===== config.mk =====
export PLATFORM = sky130hd
export DESIGN_NAME = hdc_assoc_search_flat
export DESIGN_NICKNAME = d
export VERILOG_FILES = /design/src/rtl/hdc_assoc_search_if.sv /design/src/rtl/hdc_assoc_search.sv /design/src/flat_wrapper.sv
export SDC_FILE = /design/constraint.sdc
export NUM_CORES = 1
export LEC_CHECK = 0
export BUFFER_PORTS_ARGS = -buffer_cell sky130_fd_sc_hd__buf_4
export CAP_MARGIN = 40
export CORE_ASPECT_RATIO = 1.4
export CORE_UTILIZATION = 45
export DETAILED_ROUTE_END_ITERATION = 8
export PLACE_DENSITY = 0.7
export SLEW_MARGIN = 20
export SYNTH_ARGS = -nofsm -noshare
export SYNTH_HDL_FRONTEND = slang
export SYNTH_SLANG_ARGS = --single-unit

===== constraint.sdc =====
create_clock -name clk -period 7.5 [get_ports clk]
set_input_delay 1.5 -clock clk [delete_from_list [all_inputs] [get_ports clk]]
set_output_delay 1.5 -clock clk [all_outputs]
set_load 0.02 [all_outputs]

===== src/rtl/hdc_assoc_search_if.sv =====
// Bus bundle for the HDC associative search controller: start/busy, the shared
// query/class memory read port and the result valid/ready handshake.
interface hdc_assoc_search_if #(
    parameter int unsigned D           = 128,
    parameter int unsigned W           = 32,
    parameter int unsigned NUM_CLASSES = 4
);
    localparam int unsigned WORDS = D / W;
    localparam int unsigned AW    = (WORDS > 1) ? $clog2(WORDS) : 1;
    localparam int unsigned CW    = (NUM_CLASSES > 1) ? $clog2(NUM_CLASSES) : 1;
    localparam int unsigned DW    = $clog2(D + 1);

    logic          start;
    logic          busy;
    logic          re;
    logic [AW-1:0] read_addr;
    logic [CW-1:0] class_sel;
    logic [W-1:0]  query_data;
    logic [W-1:0]  class_data;
    logic          result_valid;
    logic          result_ready;
    logic [CW-1:0] result_class;
    logic [DW-1:0] result_dist;

    // master: requester plus the memories; slave: the search engine
    modport master (
        output start, query_data, class_data, result_ready,
        input  busy, re, read_addr, class_sel, result_valid, result_class, result_dist
    );

    modport slave (
        input  start, query_data, class_data, result_ready,
        output busy, re, read_addr, class_sel, result_valid, result_class, result_dist
    );
endinterface


===== src/rtl/hdc_assoc_search.sv =====
// Associative-memory search: streams the query and each class hypervector W bits
// per cycle, accumulates Hamming distance and returns the minimum-distance class.
module hdc_assoc_search #(
    parameter int unsigned D           = 128,
    parameter int unsigned W           = 32,
    parameter int unsigned NUM_CLASSES = 4
) (
    input logic               clk,
    input logic               rst,
    hdc_assoc_search_if.slave bus
);
    localparam int unsigned WORDS = D / W;
    localparam int unsigned AW    = (WORDS > 1) ? $clog2(WORDS) : 1;
    localparam int unsigned CW    = (NUM_CLASSES > 1) ? $clog2(NUM_CLASSES) : 1;
    localparam int unsigned DW    = $clog2(D + 1);

    typedef enum logic [2:0] {
        S_IDLE,
        S_READ,
        S_DRAIN,
        S_UPDATE,
        S_RESULT
    } state_t;

    state_t        state_q;
    logic          busy_q;
    logic          re_q;
    logic          rvalid_q;
    logic [AW-1:0] addr_q;
    logic [CW-1:0] cls_q;
    logic [DW-1:0] acc_q;
    logic [DW-1:0] best_dist_q;
    logic [CW-1:0] best_cls_q;
    logic          res_valid_q;
    logic [CW-1:0] res_cls_q;
    logic [DW-1:0] res_dist_q;

    logic [W-1:0]  diff;
    logic [DW-1:0] pop_d;
    logic [DW-1:0] acc_d;
    logic          better_d;
    logic [DW-1:0] best_dist_d;
    logic [CW-1:0] best_cls_d;

    assign diff = bus.query_data ^ bus.class_data;

    always_comb begin
        pop_d = '0;
        for (int unsigned i = 0; i < W; i++) begin
            pop_d = pop_d + DW'(diff[i]);
        end
    end

    assign acc_d = acc_q + pop_d;

    // Strict compare keeps the lower class index on ties.
    assign better_d    = acc_q < best_dist_q;
    assign best_dist_d = better_d ? acc_q : best_dist_q;
    assign best_cls_d  = better_d ? cls_q : best_cls_q;

    always_ff @(posedge clk) begin
        if (rst) begin
            state_q     <= S_IDLE;
            busy_q      <= 1'b0;
            re_q        <= 1'b0;
            rvalid_q    <= 1'b0;
            addr_q      <= '0;
            cls_q       <= '0;
            acc_q       <= '0;
            best_dist_q <= '0;
            best_cls_q  <= '0;
            res_valid_q <= 1'b0;
            res_cls_q   <= '0;
            res_dist_q  <= '0;
        end else begin
            // Memory data lands one cycle after each issued read.
            rvalid_q <= re_q;
            if (rvalid_q) begin
                acc_q <= acc_d;
            end

            case (state_q)
                S_IDLE: begin
                    if (bus.start) begin
                        state_q     <= S_READ;
                        busy_q      <= 1'b1;
                        re_q        <= 1'b1;
                        addr_q      <= '0;
                        cls_q       <= '0;
                        acc_q       <= '0;
                        best_dist_q <= '1;
                        best_cls_q  <= '0;
                    end
                end
                S_READ: begin
                    if (addr_q == AW'(WORDS - 1)) begin
                        state_q <= S_DRAIN;
                        re_q    <= 1'b0;
                    end else begin
                        addr_q <= addr_q + 1'b1;
                    end
                end
                S_DRAIN: begin
                    state_q <= S_UPDATE;
                end
                S_UPDATE: begin
                    acc_q       <= '0;
                    best_dist_q <= best_dist_d;
                    best_cls_q  <= best_cls_d;
                    if (cls_q == CW'(NUM_CLASSES - 1)) begin
                        state_q     <= S_RESULT;
                        res_valid_q <= 1'b1;
                        res_cls_q   <= best_cls_d;
                        res_dist_q  <= best_dist_d;
                    end else begin
                        state_q <= S_READ;
                        cls_q   <= cls_q + 1'b1;
                        addr_q  <= '0;
                        re_q    <= 1'b1;
                    end
                end
                S_RESULT: begin
                    if (bus.result_ready) begin
                        state_q     <= S_IDLE;
                        busy_q      <= 1'b0;
                        res_valid_q <= 1'b0;
                    end
                end
                default: begin
                    state_q <= S_IDLE;
                    busy_q  <= 1'b0;
                    re_q    <= 1'b0;
                end
            endcase
        end
    end

    assign bus.busy         = busy_q;
    assign bus.re           = re_q;
    assign bus.read_addr    = addr_q;
    assign bus.class_sel    = cls_q;
    assign bus.result_valid = res_valid_q;
    assign bus.result_class = res_cls_q;
    assign bus.result_dist  = res_dist_q;

endmodule


===== src/flat_wrapper.sv =====
// flat-port wrapper written by rule: the top's interface ports become plain ports
module hdc_assoc_search_flat 
#(
    parameter int unsigned D           = 128,
    parameter int unsigned W           = 32,
    parameter int unsigned NUM_CLASSES = 4
)
  (clk, rst, bus_start, bus_query_data, bus_class_data, bus_result_ready, bus_busy, bus_re, bus_read_addr, bus_class_sel, bus_result_valid, bus_result_class, bus_result_dist);
  hdc_assoc_search_if #(.D(D), .W(W), .NUM_CLASSES(NUM_CLASSES)) bus_i ();
  input logic clk;
  input logic rst;
  input wire logic [$bits(bus_i.start)-1:0] bus_start;
  input wire logic [$bits(bus_i.query_data)-1:0] bus_query_data;
  input wire logic [$bits(bus_i.class_data)-1:0] bus_class_data;
  input wire logic [$bits(bus_i.result_ready)-1:0] bus_result_ready;
  output wire logic [$bits(bus_i.busy)-1:0] bus_busy;
  output wire logic [$bits(bus_i.re)-1:0] bus_re;
  output wire logic [$bits(bus_i.read_addr)-1:0] bus_read_addr;
  output wire logic [$bits(bus_i.class_sel)-1:0] bus_class_sel;
  output wire logic [$bits(bus_i.result_valid)-1:0] bus_result_valid;
  output wire logic [$bits(bus_i.result_class)-1:0] bus_result_class;
  output wire logic [$bits(bus_i.result_dist)-1:0] bus_result_dist;
  assign bus_i.start = bus_start;
  assign bus_i.query_data = bus_query_data;
  assign bus_i.class_data = bus_class_data;
  assign bus_i.result_ready = bus_result_ready;
  assign bus_busy = bus_i.busy;
  assign bus_re = bus_i.re;
  assign bus_read_addr = bus_i.read_addr;
  assign bus_class_sel = bus_i.class_sel;
  assign bus_result_valid = bus_i.result_valid;
  assign bus_result_class = bus_i.result_class;
  assign bus_result_dist = bus_i.result_dist;
  hdc_assoc_search #(.D(D), .W(W), .NUM_CLASSES(NUM_CLASSES)) u_core (.clk(clk), .rst(rst), .bus(bus_i));
endmodule

==> results.json, run 1 <==
{
  "criticalPathCategory": "in2reg",
  "drt_iter0_drc": 78,
  "synth_area_sq_um": 3130,
  "status": "finished, final reports clean",
  "setup_tns_ps": 0,
  "met2WireLength_mm": 3.21,
  "port_buffers": 84,
  "worstHoldStart": "u_core.best_cls_q[1]",
  "dpl.hpwl_mm": 4.88,
  "vias": 2522,
  "fin_nets": 532,
  "grt_max_degree": 23,
  "fillers": 621,
  "fin_area_sq_um": 3940,
  "cp_common_cell": "fa_1",
  "die_area_sq_um": 7300,
  "fmax_mhz": 152,
  "wl_met3_um": 233,
  "cpPeakStageDelay_ps": 560,
  "antenna_found_initial": 0,
  "synth-edff-count": 0,
  "coreArea_sq_um": 6660,
  "cts_root_buffer": "clkbuf_8",
  "cts_tree": "done",
  "die_y_um": 101,
  "async_flop_share_pct": 0,
  "clkTransAtPathRegs_ps": 80,
  "wl_per_cell_um": 11.9,
  "crit_chain": "buf_4 > xor2_1 > ha_1 > fa_1 > fa_1 > fa_1 > fa_1 > inv_1 > fa_1 > fa_1 > inv_1 > ha_1 > fa_1 > a211oi_1 > o21bai_1 > a21oi_1 > or4b_1 > o311ai_1",
  "power.density_nw_per_um2": 441,
  "overflow": 0,
  "synth-seq-cells": 39,
  "min_to": "u_core.best_cls_q[1]",
  "hold_class": "reg2reg",
  "pin_count": 85,
  "drive_gt1_share_pct": 23.5,
  "r2r_setup_slack_ps": 2780,
  "total_power_mw": 1.74,
  "synthFlopType": "dfxtp_1",
  "ys_warn_count": 0,
  "period_minus_slack_ps": 6600,
  "min_period_over_period_pct": 88.0,
  "slowest_stage": "fa_1",
  "routed_via_density": 5.04,
  "drv_cap": 0,
  "syn_nets": 454,
  "tightest_slew_ps": 649,
  "cts.sink_count": 39,
  "slew_headroom_pct": 56.8,
  "hold_viol_final": 0,
  "seq_area_frac_synth_pct": 24.9,
  "route.detailed.drc": 0,
  "cts_hold_buffers": 0,
  "m1WireLength_mm": 2.38,
  "clock_path_buffers": 2,
  "rr_endpoint": "u_core.acc_q[7]",
  "drv_slew": 0,
  "rr_startpoint": "u_core.acc_q[1]",
  "syn_inst": 329,
  "grt_setup_unrepaired": "false",
  "cts-buffers-inserted": 5,
  "required_ps": 7670,
  "drt_pass1_iterations": 4,
  "post_cts_buffers": 0,
  "area_delta_synth_final_pct": 25.8,
  "placedInstanceArea_sq_um": 3820,
  "final-setup-viol-count": 0,
  "grt_pass1_wl_mm": 9.83,
  "antenna_left": 0,
  "h-tree-depth": 2,
  "grt_pass1_vias": 2441,
  "drt_wl_total_mm": 5.93,
  "gp_congestion": 0.828,
  "worstSkewPairLatency_ps": 290,
  "diodes": 0,
  "yosys.cell_types.count": 39,
  "fp.dieW_um": 72.5,
  "yosys.area.top_type": "dfxtp_1",
  "instances_no_fill": 500,
  "top_layer_used": "met4",
  "crit_fanout": 3,
  "cp.arrival_ps": 6770,
  "min_path_cells": 2,
  "yosys-top-cells-area": "dfxtp_1 (25%), fa_1 (16%), ha_1 (13%)",
  "netlist.area_leader.share_pct": 24.9,
  "cp-start-kind": "primary input",
  "grt_usage_pct": 17.0,
  "start_util_pct": 47.1,
  "regArea_sq_um": 781,
  "power_leakage_nw": 1.90,
  "rows": 35,
  "multiInputGateArea_sq_um": 2150,
  "reg2reg_depth": 14,
  "ctsResizeCount": 0,
  "fin_skew_ps": 8.31,
  "ir_drop_mv": 0.476,
  "final_util_pct": 59.2,
  "cp-end-kind": "flop",
  "dp.cells": 492,
  "syn_avg_cell_area_sq_um": 9.52
}
[cell usage after synthesis (2+ instances only)]
cell type,count
a211oi_1,5
a21o_1,2
a21oi_1,26
a31oi_1,3
buf_2,7
clkbuf_1,7
dfxtp_1,39
fa_1,25
ha_1,32
inv_1,37
mux2i_1,20
nand2_1,10
nand2b_1,2
nand3_1,2
nor2_1,21
nor2b_1,5
o211ai_1,2
o21a_1,3
o21ai_0,18
o221a_1,8
o32ai_1,2
xnor2_1,21
xor2_1,16
[stage by stage]
stage	setup slack, ps	hold WS [ps]
floorplan	949	454
global placement	667	461
detailed placement	585	467
CTS	897	478
global route	655	516
finish	902	477
[report_power, final]
part,leakage [nW],switching [mW],internal [mW]
registers,0.318,0.0190,0.221
clock network,0.0612,0.0723,0.108
logic,1.52,0.694,0.625
total,1.90,0.785,0.954
[layout by cell type (no fill, tap or decap), types with 5 or more instances in the layout]
cell type and count:
buf_4 85, dfxtp_1 39, inv_1 37, ha_1 32, a21oi_1 26, fa_1 25
xnor2_1 21, nor2_1 21, mux2i_1 20, o21ai_0 18, xor2_1 16, nand2_1 10
o221a_1 8, clkbuf_8 6, nor2b_1 5, a211oi_1 5
[sequential cells by signal, indices dropped and copies added (netlist names)]
signal                   count
u_core.acc_q                 8
u_core.best_dist_q           8
u_core.bus.result_dist       8
u_core.state_q               3
u_core.best_cls_q            2
u_core.bus.class_sel         2
u_core.bus.read_addr         2
u_core.bus.result_class      2
u_core.bus.busy              1
u_core.bus.re                1
u_core.bus.result_valid      1
u_core.rvalid_q              1
[worst max-delay path, delay by kind of cell]
kind | cells | cell delay (ps)
xor+xnor | 1 | 150
buf+inv | 3 | 210
compound gates | 4 | 610
simple gates | 1 | 140
fa+ha+maj | 9 | 4140
[area by class of cell]
type / count / share of cell area [%]
Clock buffer: 6 / 2.09
Tap cell: 92 / 2.92
Clock inverter: 2 / 0.889
Timing Repair Buffer: 85 / 16.2
Multi-Input combinational cell: 238 / 54.5
Inverter: 38 / 3.62
Sequential cell: 39 / 19.8
[worst max path at each step]
stage | to | slack [ps] | cells after the start | start
after floorplan | u_core.acc_q[6] | 950 | 17 | bus_class_data[0]
after global placement | u_core.acc_q[6] | 670 | 18 | bus_class_data[0]
after detailed placement | u_core.acc_q[6] | 580 | 18 | bus_class_data[0]
after CTS | u_core.acc_q[6] | 900 | 18 | bus_class_data[0]
after global routing | u_core.acc_q[6] | 660 | 18 | bus_class_data[0]
final | u_core.acc_q[6] | 900 | 18 | bus_class_data[0]
[cell families (layout without fill, tap and decap cells)]
| kind of cell | count (synthesis) | count (layout) | synth area share, % |
|---|---|---|---|
| muxes | 20 | 20 | 6.39 |
| buffers and inverters | 52 | 131 | 6.51 |
| xor gates and xnor gates | 37 | 37 | 10.3 |
| adders and majority gates | 57 | 57 | 28.8 |
| AOI/OAI and AO/OA | 72 | 72 | 14.7 |
| and+or+nand+nor | 52 | 52 | 8.35 |
| DFF | 39 | 39 | 24.9 |
[layer usage]
| metal | up-vias | track usage, % |
|---|---|---|
| met4 | 0 | 8.30 |
| met3 | 6 | 2.40 |
| met1 | 1180 | 17.8 |
| li1 | 1271 | - |
| met5 | - | 0 |
| met2 | 65 | 32.5 |
Power figures use the tool's default switching activity.
==> run 2, diff against run 1 <==
Settings changed: CELL_PAD_IN_SITES_DETAIL_PLACEMENT set to 1, CELL_PAD_IN_SITES_GLOBAL_PLACEMENT set to 2, CORE_ASPECT_RATIO 1.4 to not set, CORE_UTILIZATION 45 to 34, PLACE_DENSITY 0.7 to not set, PLACE_DENSITY_LB_ADDON set to 0.1.
Clock period 7.5 ns to 8.2 ns, I/O delays scaled along.
==> results.json, run 2 (same netlist as run 1, synthesis figures left out) <==
{
  "status": "finished with violations",
  "violations": "design-rule violations",
  "swShare_pct": 46.5,
  "cts-buffers-inserted": 5,
  "fin_skew_ps": 11.0,
  "grt_setup_unrepaired": "false",
  "ir_drop_mv": 0.436,
  "instances_no_fill": 516,
  "wl_per_cell_um": 13.1,
  "start_util_pct": 35.6,
  "drt_wl_total_mm": 6.77,
  "grt_usage_pct": 14.9,
  "cts_root_buffer": "clkbuf_8",
  "worstSkewPairLatency_ps": 290,
  "port_buffers": 84,
  "required_ps": 8370,
  "regArea_sq_um": 781,
  "drv_slew": 0,
  "routed_via_density": 4.94,
  "cp.arrival_ps": 6920,
  "overflow": 0,
  "criticalPathCategory": "in2reg",
  "total_power_mw": 1.63,
  "period_minus_slack_ps": 6760,
  "fp.dieW_um": 98.0,
  "fin_hold_ws_ps": 479,
  "drive_gt1_share_pct": 23.5,
  "post_cts_buffers": 0,
  "grt_pass1_vias": 2707,
  "power.density_nw_per_um2": 413,
  "drt_pass1_iterations": 6,
  "final_cell_mix": "buf_4 (85), dfxtp_1 (39), inv_1 (37)",
  "power_frac_comb_pct": 76.6,
  "fillers": 1042,
  "multiInputGateArea_sq_um": 2150,
  "final-setup-viol-count": 0,
  "antenna_left": 0,
  "ctsResizeCount": 0,
  "hold_class": "reg2reg",
  "crit_fanout": 3,
  "min_period_over_period_pct": 82.4,
  "gp_congestion": 0.738,
  "antenna_found_initial": 0,
  "vias": 2550,
  "cp-start-kind": "primary input",
  "coreArea_sq_um": 8810,
  "layout_commonest_cell": "buf_4",
  "die_area_sq_um": 9600,
  "area_delta_synth_final_pct": 26.3,
  "tightest_slew_ps": 679,
  "diodes": 0,
  "p_switching_mw": 0.759,
  "h-tree-depth": 2,
  "route.detailed.drc": 3,
  "hold_viol_final": 0,
  "fin_nets": 532,
  "cp-end-kind": "flop",
  "clock_path_buffers": 2,
  "setup_tns_ps": 0,
  "dp.cells": 508,
  "grt_max_degree": 23,
  "cts_tree": "done",
  "clkTransAtPathRegs_ps": 90,
  "slew_headroom_pct": 54.7,
  "drv_cap": 0,
  "pin_count": 85,
  "p_int_mw": 0.875,
  "pwr-share-clk_pct": 9.9,
  "fmax_mhz": 148,
  "seqPwrFrac_pct": 13.5,
  "power_leakage_nw": 1.89,
  "cts_hold_buffers": 0,
  "grt_pass1_wl_mm": 11.9,
  "cts.sink_count": 39,
  "rows": 34,
  "drt_iter0_drc": 80,
  "die_y_um": 98.0,
  "dpl.hpwl_mm": 5.60
}
[run 2: changes by cell type in the layout (fill, tap and decap cells not counted), sizes merged]
| cell | delta |
|---|---|
| clkbuf | -1 |
| clkinv | +1 |
[run 2: routing by layer]
metal / GRT usage, % / wire [um] / share of wire [%] / vias to the layer above
met1: 19.4 / 3200 / 47 / 1236
met3: 2.86 / 251 / 3.7 / 2
met4: 2.10 / 22 / 0.32 / 0
li1: - / - / - / 1275
met2: 26.1 / 3300 / 49 / 37
met5: 0 / 0 / 0 / -
[run 2: stage by stage]
step | worst slack [ps] | cell area (sq um) | util, %
2_1_floorplan | 1510 | 3130 | -
3_3_place_gp | 1200 | 3840 | 43.7
6_report | 1440 | 3960 | 44.9
3_5_place_dp | 1100 | 3840 | 43.7
5_1_grt | 1140 | 3960 | 44.9
4_1_cts | 1410 | 3960 | 44.9
[run 2: power by group through the flow]
stage               clock network, mW  registers [mW]  logic, mW
global route                    0.178           0.224       1.47
finish                          0.162           0.220       1.25
CTS                             0.170           0.221       1.29
floorplan                           0           0.218       1.00
detailed placement                  0           0.226       1.28
global placement                    0           0.225       1.24
[run 2: worst paths after layout]
kind	startpoint	end	slack, ps	cells past startpoint
worst max-delay path	bus_class_data[0]	u_core.acc_q[6]	1440	18
worst min-delay path	u_core.best_cls_q[0]	u_core.best_cls_q[0]	480	2
worst max register to register	u_core.acc_q[1]	u_core.acc_q[7]	3450	14
worst min register to register	u_core.best_cls_q[0]	u_core.best_cls_q[0]	480	2
[run 2: final cells by class]
type,count,share of cell area [%]
Clock buffer,5,1.74
Inverter,38,3.60
Clock inverter,3,1.11
Sequential cell,39,19.7
Multi-Input combinational cell,238,54.3
Tap cell,108,3.41
Timing Repair Buffer,85,16.1
[run 2: worst max-delay path, stage by stage]
cell	delay (ps)
buf_4	110
xor2_1	150
ha_1	330
fa_1	510
fa_1	520
fa_1	530
fa_1	550
inv_1	50
fa_1	510
fa_1	550
inv_1	40
ha_1	230
fa_1	450
a211oi_1	250
o21bai_1	100
a21oi_1	170
or4b_1	140
o311ai_1	80
